--- src/rtl/gate_vector_sequencer.sv ---
// Self-test sequencer: sweeps a/b over 00,01,10,11 around the logic_gates block and checks its outputs.
// Optional capture of per-vector failures and the first failing vector: GATE_SEQ_CAPTURE_EN.
module gate_vector_sequencer #(
  parameter int unsigned SETTLE_CYCLES = 2,
  parameter int unsigned ERR_W         = 4
) (
  input  logic             clk,
  input  logic             rst_n,
  input  logic             start,
  input  logic             abort,
  output logic             a_out,
  output logic             b_out,
  input  logic [6:0]       gate_in,
  output logic             busy,
  output logic             done,
  output logic             pass,
  output logic [ERR_W-1:0] err_cnt,
  output logic [6:0]       mismatch_mask
`ifdef GATE_SEQ_CAPTURE_EN
  ,
  output logic [3:0]       fail_vec,
  output logic [8:0]       first_fail
`endif
);

  typedef enum logic [1:0] {StIdle, StSettle, StSample, StDone} state_e;

  localparam logic [7:0]       SettleLast = 8'(SETTLE_CYCLES - 1);
  localparam logic [ERR_W-1:0] ErrMax     = '1;

  state_e           state_q, state_d;
  logic [1:0]       idx_q, idx_d;
  logic [7:0]       cnt_q, cnt_d;
  logic             a_q, a_d, b_q, b_d;
  logic [ERR_W-1:0] err_q, err_d;
  logic [6:0]       mask_q, mask_d;
  logic             pass_q, pass_d;
  logic [6:0]       expected, diff;
  logic [1:0]       idx_nxt;

  assign expected = {~(a_q ^ b_q), a_q ^ b_q, ~b_q, ~(a_q | b_q), ~(a_q & b_q), a_q | b_q,
                     a_q & b_q};
  assign diff     = gate_in ^ expected;
  assign idx_nxt  = idx_q + 2'd1;

`ifdef GATE_SEQ_CAPTURE_EN
  logic [3:0] fail_vec_q, fail_vec_d;
  logic [8:0] first_fail_q, first_fail_d;
`endif

  always_comb begin
    state_d = state_q;
    idx_d   = idx_q;
    cnt_d   = cnt_q;
    a_d     = a_q;
    b_d     = b_q;
    err_d   = err_q;
    mask_d  = mask_q;
    pass_d  = pass_q;
`ifdef GATE_SEQ_CAPTURE_EN
    fail_vec_d   = fail_vec_q;
    first_fail_d = first_fail_q;
`endif
    unique case (state_q)
      StIdle: begin
        if (start) begin
          err_d   = '0;
          mask_d  = '0;
          pass_d  = 1'b0;
          idx_d   = 2'd0;
          a_d     = 1'b0;
          b_d     = 1'b0;
          cnt_d   = 8'd0;
          state_d = StSettle;
`ifdef GATE_SEQ_CAPTURE_EN
          fail_vec_d   = '0;
          first_fail_d = '0;
`endif
        end
      end
      StSettle: begin
        cnt_d = cnt_q + 8'd1;
        if (cnt_q == SettleLast) state_d = StSample;
      end
      StSample: begin
        if (diff != 7'd0) begin
          if (err_q != ErrMax) err_d = err_q + 1'b1;
          mask_d = mask_q | diff;
`ifdef GATE_SEQ_CAPTURE_EN
          fail_vec_d[idx_q] = 1'b1;
          if (!first_fail_q[8]) first_fail_d = {1'b1, idx_q, diff[5:0]};
`endif
        end
        if (idx_q != 2'd3) begin
          idx_d   = idx_nxt;
          a_d     = idx_nxt[1];
          b_d     = idx_nxt[0];
          cnt_d   = 8'd0;
          state_d = StSettle;
        end else begin
          state_d = StDone;
          pass_d  = (err_d == '0);
        end
      end
      StDone: state_d = StIdle;
      default: state_d = StIdle;
    endcase

    // Abort discards any sample taken this cycle; accumulated results stay visible.
    if (abort && state_q != StIdle) begin
      state_d = StIdle;
      err_d   = err_q;
      mask_d  = mask_q;
      pass_d  = 1'b0;
      a_d     = 1'b0;
      b_d     = 1'b0;
`ifdef GATE_SEQ_CAPTURE_EN
      fail_vec_d   = fail_vec_q;
      first_fail_d = first_fail_q;
`endif
    end
  end

  always_ff @(posedge clk or negedge rst_n) begin
    if (!rst_n) begin
      state_q <= StIdle;
      idx_q   <= 2'd0;
      cnt_q   <= 8'd0;
      a_q     <= 1'b0;
      b_q     <= 1'b0;
      err_q   <= '0;
      mask_q  <= '0;
      pass_q  <= 1'b0;
    end else begin
      state_q <= state_d;
      idx_q   <= idx_d;
      cnt_q   <= cnt_d;
      a_q     <= a_d;
      b_q     <= b_d;
      err_q   <= err_d;
      mask_q  <= mask_d;
      pass_q  <= pass_d;
    end
  end

`ifdef GATE_SEQ_CAPTURE_EN
  always_ff @(posedge clk or negedge rst_n) begin
    if (!rst_n) begin
      fail_vec_q   <= '0;
      first_fail_q <= '0;
    end else begin
      fail_vec_q   <= fail_vec_d;
      first_fail_q <= first_fail_d;
    end
  end

  assign fail_vec   = fail_vec_q;
  assign first_fail = first_fail_q;
`endif

  assign a_out         = a_q;
  assign b_out         = b_q;
  assign busy          = (state_q != StIdle);
  assign done          = (state_q == StDone);
  assign pass          = pass_q;
  assign err_cnt       = err_q;
  assign mismatch_mask = mask_q;

endmodule
--- config.mk ---
export PLATFORM = sky130hd
export DESIGN_NAME = gate_vector_sequencer
export DESIGN_NICKNAME = d
export VERILOG_FILES = /design/src/rtl/gate_vector_sequencer.sv
export SDC_FILE = /design/constraint.sdc
export NUM_CORES = 1
export LEC_CHECK = 0
export CAP_MARGIN = 5
export CORE_AREA = 2 2 61 63
export CTS_BUF_LIST = sky130_fd_sc_hd__clkbuf_4 sky130_fd_sc_hd__clkbuf_8 sky130_fd_sc_hd__clkbuf_16
export DETAILED_ROUTE_END_ITERATION = 8
export DIE_AREA = 0 0 63 65
export PLACE_DENSITY = 0.65
export SYNTH_ARGS = -nofsm -noshare
export SYNTH_HDL_FRONTEND = slang
export SYNTH_SLANG_ARGS = --single-unit
--- constraint.sdc ---
create_clock -name clk -period 3.9 [get_ports clk]
set_clock_uncertainty 0.05 [all_clocks]
set_input_delay 1.17 -clock clk [delete_from_list [all_inputs] [get_ports clk]]
set_output_delay 1.17 -clock clk [all_outputs]
set_load 0.1 [all_outputs]
# Word-level counts from Yosys, hierarchy flattened
# Cells that the tools add are included.
# word_totals
ff_bits	26
output_inout_bits	16
inputBits	11
# op_classes
muxes	29
n_addsub	3
bitwise	10
n_eq_ne	13
n_reduce_logical	15
# ops
op	count
$pmux 8 s3	1
$mux 4	4
$mux 8	2
$reduce_and 3->1	5
$mux 7	2
$pmux 7 s2	1
$mux 2	6
$ne 3x3->1 const B	4
$add 8x1->8 const B	1
$eq 8x1->1 const B	1
$ne 2x2->1 const B	4
$pmux 2 s4	1
$pmux 4 s2	1
$mux 1	7
$or 7x7->7	1
$reduce_bool 7->1	1
$xor 7x7->7	1
$pmux 1 s2	3
$reduce_bool 3->1	2
$not 1->1	5
$add 4x1->4 const B	1
$eq 2x2->1 const B	2
$logic_not 4->1	1
$ne 4x4->1 const B	1
11 further kinds	12

# Longest topological paths before layout
# Gate-level depths: netlist of the first run.
# logic_depth
depth_word	10
mapped_depth	7
depth_no_buf	7

# Least setup slack after synthesis of the first run
# Ideal clock, no wire load.
# synth_timing
path_type	register to register
from	reg b_q, in the netlist b_out
to	reg pass_q, in the netlist pass
arrival_ns	2.605
required_ns	3.727
stages_incl_launch_ff	8
period_less_slack_ns	2.778
setup_time_ns	0.123
path_buffers	0
path_slack_ns	1.122
path_cell_list	dfrtp_1 inv_1 ha_1 or3b_1 a21o_1 o21ai_1 mux2_1 a32o_1
# synth_between
elab_chain_len	10
word_cells_on_any_way	15
# synth_rtl
item	line	text
start: declaration	34	logic a_q, a_d, b_q, b_d;
start signal: assignment	130	b_q <= 1'b0;
start signal: assignment	139	b_q <= b_d;
$and 1x1->1 (tied with other cells)	41, 42	
$not 1->1	41	assign expected = {~(a_q ^ b_q), a_q ^ b_q, ~b_q, ~(a_q | b_q), ~(a_q & b_q), a_q | b_q,
$xor 7x7->7 *	43	assign diff = gate_in ^ expected;
$reduce_bool 7->1 *	86	if (diff != 7'd0) begin
$mux 4 *	86	
$mux 4 *	64	unique case (state_q)
$logic_not 4->1 *	102	pass_d = (err_d == '0);
$mux 1 *	94	if (idx_q != 2'd3) begin
$pmux 1 s2 *	64	
$mux 1 *	110	if (abort && state_q != StIdle) begin
end signal: assignment	142	pass_q <= pass_d;
end: declaration	37	logic pass_q, pass_d;
# Every way passes the cells marked *; elsewhere a longest branch is shown, timed or not. The select of a mux whose other input is x is not followed.
# A chain may end at the register's enable or synchronous reset.

# Final worst setup path of the first run
# layout_timing
from	in gate_in[1]
to	reg pass_q, in the netlist pass
# layout_between
elab_chain_len	8
# layout_rtl
item	line	text
start: declaration	13	input logic [6:0] gate_in,
$xor 7x7->7	43	
$reduce_bool 7->1	86	
$mux 4	86	
$mux 4	64	
$logic_not 4->1	102	
$mux 1	94	
$pmux 1 s2	64	
$mux 1	110	
# Every way passes these cells. The select of a mux whose other input is x is not followed.

==> flow_metrics.tcl, run 1 <==
set metrics [dict create \
    setup-violations-final 0 \
    fin_crit_sh 0.712 \
    die_area_mm2 0.00410 \
    crit_family "compound AO/OA/AOI/OAI gates" \
    cts_max_level 1 \
    dieHeight_um 65 \
    p_leak_uw 0.000872 \
    rsz0062_at_grt "no" \
    met1Wirelength_um 1330 \
    ys_ff_latch 26 \
    synth_area_mm2 0.00149 \
    grt_max_degree 27 \
    overflow 0 \
    fin_nets 201 \
    yosysWarnings 0 \
    routedWlPerCell_um 12.7 \
    slew_violations 0 \
    vdd_drop_max_mv 0.218 \
    antenna_found_initial 0 \
    drv_cap 0 \
    gp_congestion 0.808 \
    min_path_cells 2 \
    cts_hold_buf 0 \
    seq_area_frac_synth 0.436 \
    start_util 0.427 \
    syn_area_per_cell_um2 9.64 \
    synth_top_area_frac 0.436 \
    antenna_cells 0 \
    core.rowCount 22 \
    dp.cells 227 \
    vias 1234 \
    detail-route-antenna-nets 0 \
    cp.depth 6 \
    io_pins 27 \
    cts_tree "done" \
    synth_nets 172 \
    clock-sinks 26 \
    cp.buffers_inverters 1 \
    final_cells 231 \
    port_buffers 26 \
    async_reset_ff_frac 1.00 \
    status "completed" \
    core_mm2 0.00350 \
    crit_fanout 3 \
    ff2ff_path_depth 7 \
    highest_layer "met4" \
    dr_wl_met3_um 96 \
    grt_pass1_vias 1216 \
    max-slew-margin-rel 0.708 \
    die_w_um 63 \
    cp_cell_sequence "clkdlybuf4s50_1 > or3b_1 > a21o_1 > o21ai_1 > mux2_1 > a32o_1" \
    worstPathArrival_ps 2970 \
    cp.required_ps 4100 \
    slowest_stage "clkdlybuf4s50_1" \
    syn_inst 155 \
    avgViaCountPerCell 5.34 \
    crit_type "in2reg" \
    initialDrtViolationCount 98 \
    hold_viol_final 0 \
    firstDrtPassIters 4 \
    ys_types 42 \
    cts-buffers-inserted 3 \
    worst_pin_slew_ps 437 \
    synth_edf_count 0 \
    clk_latency_ps 340 \
    drc 0 \
    max_freq_mhz 360 \
    cts_root_buf "clkbuf_4" \
    postCtsSetupBuffers 0 \
    yosysMostFrequentCell "dfrtp_1" \
    cp-start-kind "input pin" \
    dp_hpwl_um 2230 \
    hold_class "reg2reg" \
    synth_area_leaders "dfrtp_1 (44%), ha_1 (5.0%), nor2_1 (4.8%)" \
    gr-usage-all-layers 0.160 \
    synth_ff_type "dfrtp_1" \
    cts_buffer_depth 2 \
    drive_gt1_frac 0.158 \
    fin_setup_tns_ps 0 \
    slowest_delay_ps 510 \
    totalWireLength_um 2930 \
    yosys.area.top_type "dfrtp_1" \
    post_cts_resized 0 \
    area_growth_pct 21.9 \
    grt_pass1_wl_um 5240 \
    cp-end-kind "flip-flop" \
    wl_met2_um 1480 \
    n_fill_cell 353 \
    period_minus_slack_ps 2780 \
    clk_pin_slew_ps 160 \
    powerDensity_mw_per_mm2 549 \
    synth_common_cells "dfrtp_1 (26), nor2_1 (19), a21oi_1 (14)" \
]
==> registers in the layout, summed over array words and instances (netlist names) <==
register	flops
b_out	1
state_q	2
err_cnt	4
pass	1
mismatch_mask	7
cnt_q	8
a_out	1
idx_q	2
==> report_power, final <==
group	switching [µW]	total [µW]	internal, µW
combinational	299	430	131
clock	87.3	191	104
sequential	64.3	378	314
total	451	1000	549
==> placed cells by master (no fill, tap or decap), types with 7 or more instances in the layout <==
| cell type | instances |
|---|---|
| buf_4 | 18 |
| nor2_1 | 19 |
| clkdlybuf4s50_1 | 10 |
| a21oi_1 | 14 |
| dfrtp_1 | 26 |
| o21ai_0 | 7 |
| nand2_1 | 9 |
| xor2_1 | 7 |
==> tightest hold or removal path, stage by stage (launching register included) <==
cell and delay, ps:
dfrtp_1 370, a21oi_1 40, nor2_1 70
==> cell families (layout without fill, tap and decap cells) <==
group,count (synthesis),count (layout),synth area share
simple gates,59,59,0.214
flops,26,26,0.436
compound gates,33,33,0.141
buf+inv,11,39,0.0318
xor+xnor,12,12,0.0704
fa+ha+maj,6,6,0.0502
mux,8,8,0.0578
==> path summary, 6_finish.rpt <==
kind	to	from	slack, ps
worst max-delay path	pass$_DFFE_PN0P_	gate_in[1]	1120
worst min-delay path	mismatch_mask[4]$_DFFE_PN0P_	mismatch_mask[4]$_DFFE_PN0P_	460
worst max register to register	pass$_DFFE_PN0P_	b_out$_DFFE_PN0P_	1690
worst min register to register	mismatch_mask[4]$_DFFE_PN0P_	mismatch_mask[4]$_DFFE_PN0P_	460
max in group asynchronous	mismatch_mask[0]$_DFFE_PN0P_	rst_n	2400
min in group asynchronous	a_out$_DFFE_PN0P_	rst_n	1130
==> area by class of cell <==
cell class              count  area, µm²  share of cell area
multi-input cells         118        796               0.437
well taps                  48       60.1              0.0330
flip-flops and latches     26        651               0.357
repair buffers             28        235               0.129
clock buffers               3       22.5              0.0124
clock inverters             1       30.0              0.0165
inverters                   7       26.3              0.0144
==> routing by layer <==
| metal | up-vias | track usage |
|---|---|---|
| met2 | 24 | 0.293 |
| met5 | - | 0 |
| met1 | 610 | 0.194 |
| li1 | 596 | - |
| met3 | 4 | 0.0226 |
| met4 | 0 | 0.0500 |
==> per-stage QoR <==
| stage | setup WS (ps) | cell area [µm²] | total power, µW | hold slack, ps | util |
|---|---|---|---|---|---|
| 2_1_floorplan | 1120 | 1490 | 716 | 447 | - |
| 3_3_place_gp | 795 | 1770 | 806 | 428 | 0.506 |
| 4_1_cts | 1110 | 1820 | 1010 | 473 | 0.521 |
| 3_5_place_dp | 754 | 1770 | 818 | 440 | 0.506 |
| 6_report | 1120 | 1820 | 1000 | 462 | 0.521 |
| 5_1_grt | 1070 | 1820 | 1060 | 490 | 0.521 |
Note: power is estimated with default switching activity, not from simulation.
==> run 2: changes to the inputs <==
--- a/config.mk
+++ b/config.mk
@@ -10,7 +10,7 @@
 export CTS_BUF_LIST = sky130_fd_sc_hd__clkbuf_4 sky130_fd_sc_hd__clkbuf_8 sky130_fd_sc_hd__clkbuf_16
 export DETAILED_ROUTE_END_ITERATION = 8
 export DIE_AREA = 0 0 63 65
-export PLACE_DENSITY = 0.65
+export PLACE_DENSITY = 0.68
 export SYNTH_ARGS = -nofsm -noshare
 export SYNTH_HDL_FRONTEND = slang
 export SYNTH_SLANG_ARGS = --single-unit
==> constraint.sdc (replaced) <==
create_clock -name clk -period 2.3 [get_ports clk]
set_clock_uncertainty 0.05 [all_clocks]
set_input_delay 0.69 -clock clk [delete_from_list [all_inputs] [get_ports clk]]
set_output_delay 0.69 -clock clk [all_outputs]
set_load 0.1 [all_outputs]
==> run 2 against run 1 <==
Compared with the run above:
- critical path depth unchanged
- global-route usage increased by 0.39 points
- cell count grew 5.6%
- non-clock buffer count grew 13
- final area rose by 12%
- setup slack worse by 1100 ps
- sequential share of layout area fell by 3.5 points
- largest power group unchanged
- highest routed layer unchanged
==> flow_metrics.tcl, run 2 (synthesis gave the netlist of run 1 again) <==
set metrics [dict create \
    grt_pass1_vias 1217 \
    fin_crit_sh 0.971 \
    die_w_um 63 \
    fin_util 0.586 \
    io_pins 27 \
    drive_gt1_frac 0.255 \
    fin_nets 214 \
    firstDrtPassIters 4 \
    p_int_uw 1020 \
    powerDensity_mw_per_mm2 878 \
    hold_class "reg2reg" \
    worst_slack_ps 66.7 \
    cts_max_level 1 \
    fin_area_mm2 0.00205 \
    final_common_cell "buf_4" \
    detail-route-antenna-nets 0 \
    largest_register_ffs 8 \
    cp-start-kind "input pin" \
    cts-buffers-inserted 3 \
    start_util 0.427 \
    max-slew-margin-rel 0.679 \
    core.rowCount 22 \
    crit_type "in2reg" \
    seqPwrFrac 0.362 \
    totalWireLength_um 3140 \
    clock-sinks 26 \
    worstPathArrival_ps 2420 \
    gp_congestion 0.860 \
    drc 0 \
    clk_pin_slew_ps 150 \
    slew_violations 0 \
    layout_common_cells "buf_4 (23), dfrtp_1 (22), nor2_1 (19)" \
    clk_latency_ps 330 \
    setup-violations-final 0 \
    power.switching_uw 782 \
    n_fill_cell 324 \
    cts_hold_buf 0 \
    crit_fanout 3 \
    max_freq_mhz 448 \
    hold_viol_final 0 \
    switching_share 0.435 \
    dieHeight_um 65 \
    post-place-ws_ps -338 \
    gr-usage-all-layers 0.164 \
    area_growth_pct 37.0 \
    hold_slack_ps 466 \
    cts_buffer_depth 2 \
    overflow 0 \
    rsz0062_at_grt "no" \
    grt_max_degree 27 \
    vdd_drop_max_mv 0.600 \
    worst_pin_slew_ps 477 \
    antenna_found_initial 0 \
    cp.required_ps 2490 \
    antenna_cells 0 \
    vias 1246 \
    core_mm2 0.00350 \
    placed_area_mm2 0.00199 \
    port_buffers 26 \
    cts_tree "done" \
    cp-end-kind "flip-flop" \
    die_area_mm2 0.00410 \
    cts_root_buf "clkbuf_4" \
    postCtsSetupBuffers 0 \
    combPwrFrac 0.462 \
    avgViaCountPerCell 5.11 \
    status "completed" \
    routedWlPerCell_um 12.9 \
    period_minus_slack_ps 2230 \
    initialDrtViolationCount 44 \
    clkPwrFrac 0.177 \
    regMostFlops "cnt_q" \
    power.total_uw 1800 \
    drv_cap 0 \
    p_leak_uw 0.000955 \
    ff2ff_setup_slack_ps 180 \
    dp_hpwl_um 2450 \
    grt_pass1_wl_um 5390 \
]
-- run 2: repair_timing --
action,4_1_cts,5_1_grt
gates resized for setup,0,1
endpoints found under the setup margin,0,1
endpoints found under the hold margin,0,0
-- run 2: power groups by stage --
stage	Sequential [µW]	Clock (µW)	Combinational, µW
after floorplan	799	0	424
after global routing	668	342	894
after CTS	650	324	838
final	650	317	830
after global placement	654	0	814
after detailed placement	659	0	836
-- run 2: final timing paths --
kind | start | end | cells past startpoint
setup / recovery | gate_in[1] | pass$_DFFE_PN0P_ | 6
hold / removal | mismatch_mask[1]$_DFFE_PN0P_ | mismatch_mask[1]$_DFFE_PN0P_ | 2
setup reg to reg | b_out$_DFFE_PN0P_ | pass$_DFFE_PN0P_ | 7
hold reg to reg | mismatch_mask[1]$_DFFE_PN0P_ | mismatch_mask[1]$_DFFE_PN0P_ | 2
max in group asynchronous | rst_n | b_out$_DFFE_PN0P_ | 2
min in group asynchronous | rst_n | cnt_q[0]$_DFFE_PN0P_ | 2
-- run 2: area by class of cell --
cell class	instances	area, µm²	share of cell area
clock inverters	1	30.0	0.0147
flip-flops and latches	26	661	0.323
multi-input cells	118	812	0.397
inverters	7	28.8	0.0141
clock buffers	3	22.5	0.0110
well taps	48	60.1	0.0293
repair buffers	41	433	0.211
-- run 2: metal layers --
metal,up-vias,wire (µm),part of all wire,GRT usage
met2,23,1570,0.50,0.282
met1,595,1400,0.45,0.209
met4,0,37,0.012,0.0583
met3,6,124,0.040,0.0260
met5,-,0,0,0
li1,622,-,-,-
-- run 2: per-stage QoR --
stage               cells  setup TNS [ps]
floorplan             155               0
global route          244               0
finish                244               0
detailed placement    240            -925
global placement      240            -718
CTS                   244               0
-- run 2: critical path: stages --
cell and delay, ps:
clkdlybuf4s50_1 480, or3b_1 350, a21o_1 210, o21ai_2 130, mux2_1 330, a32o_1 240
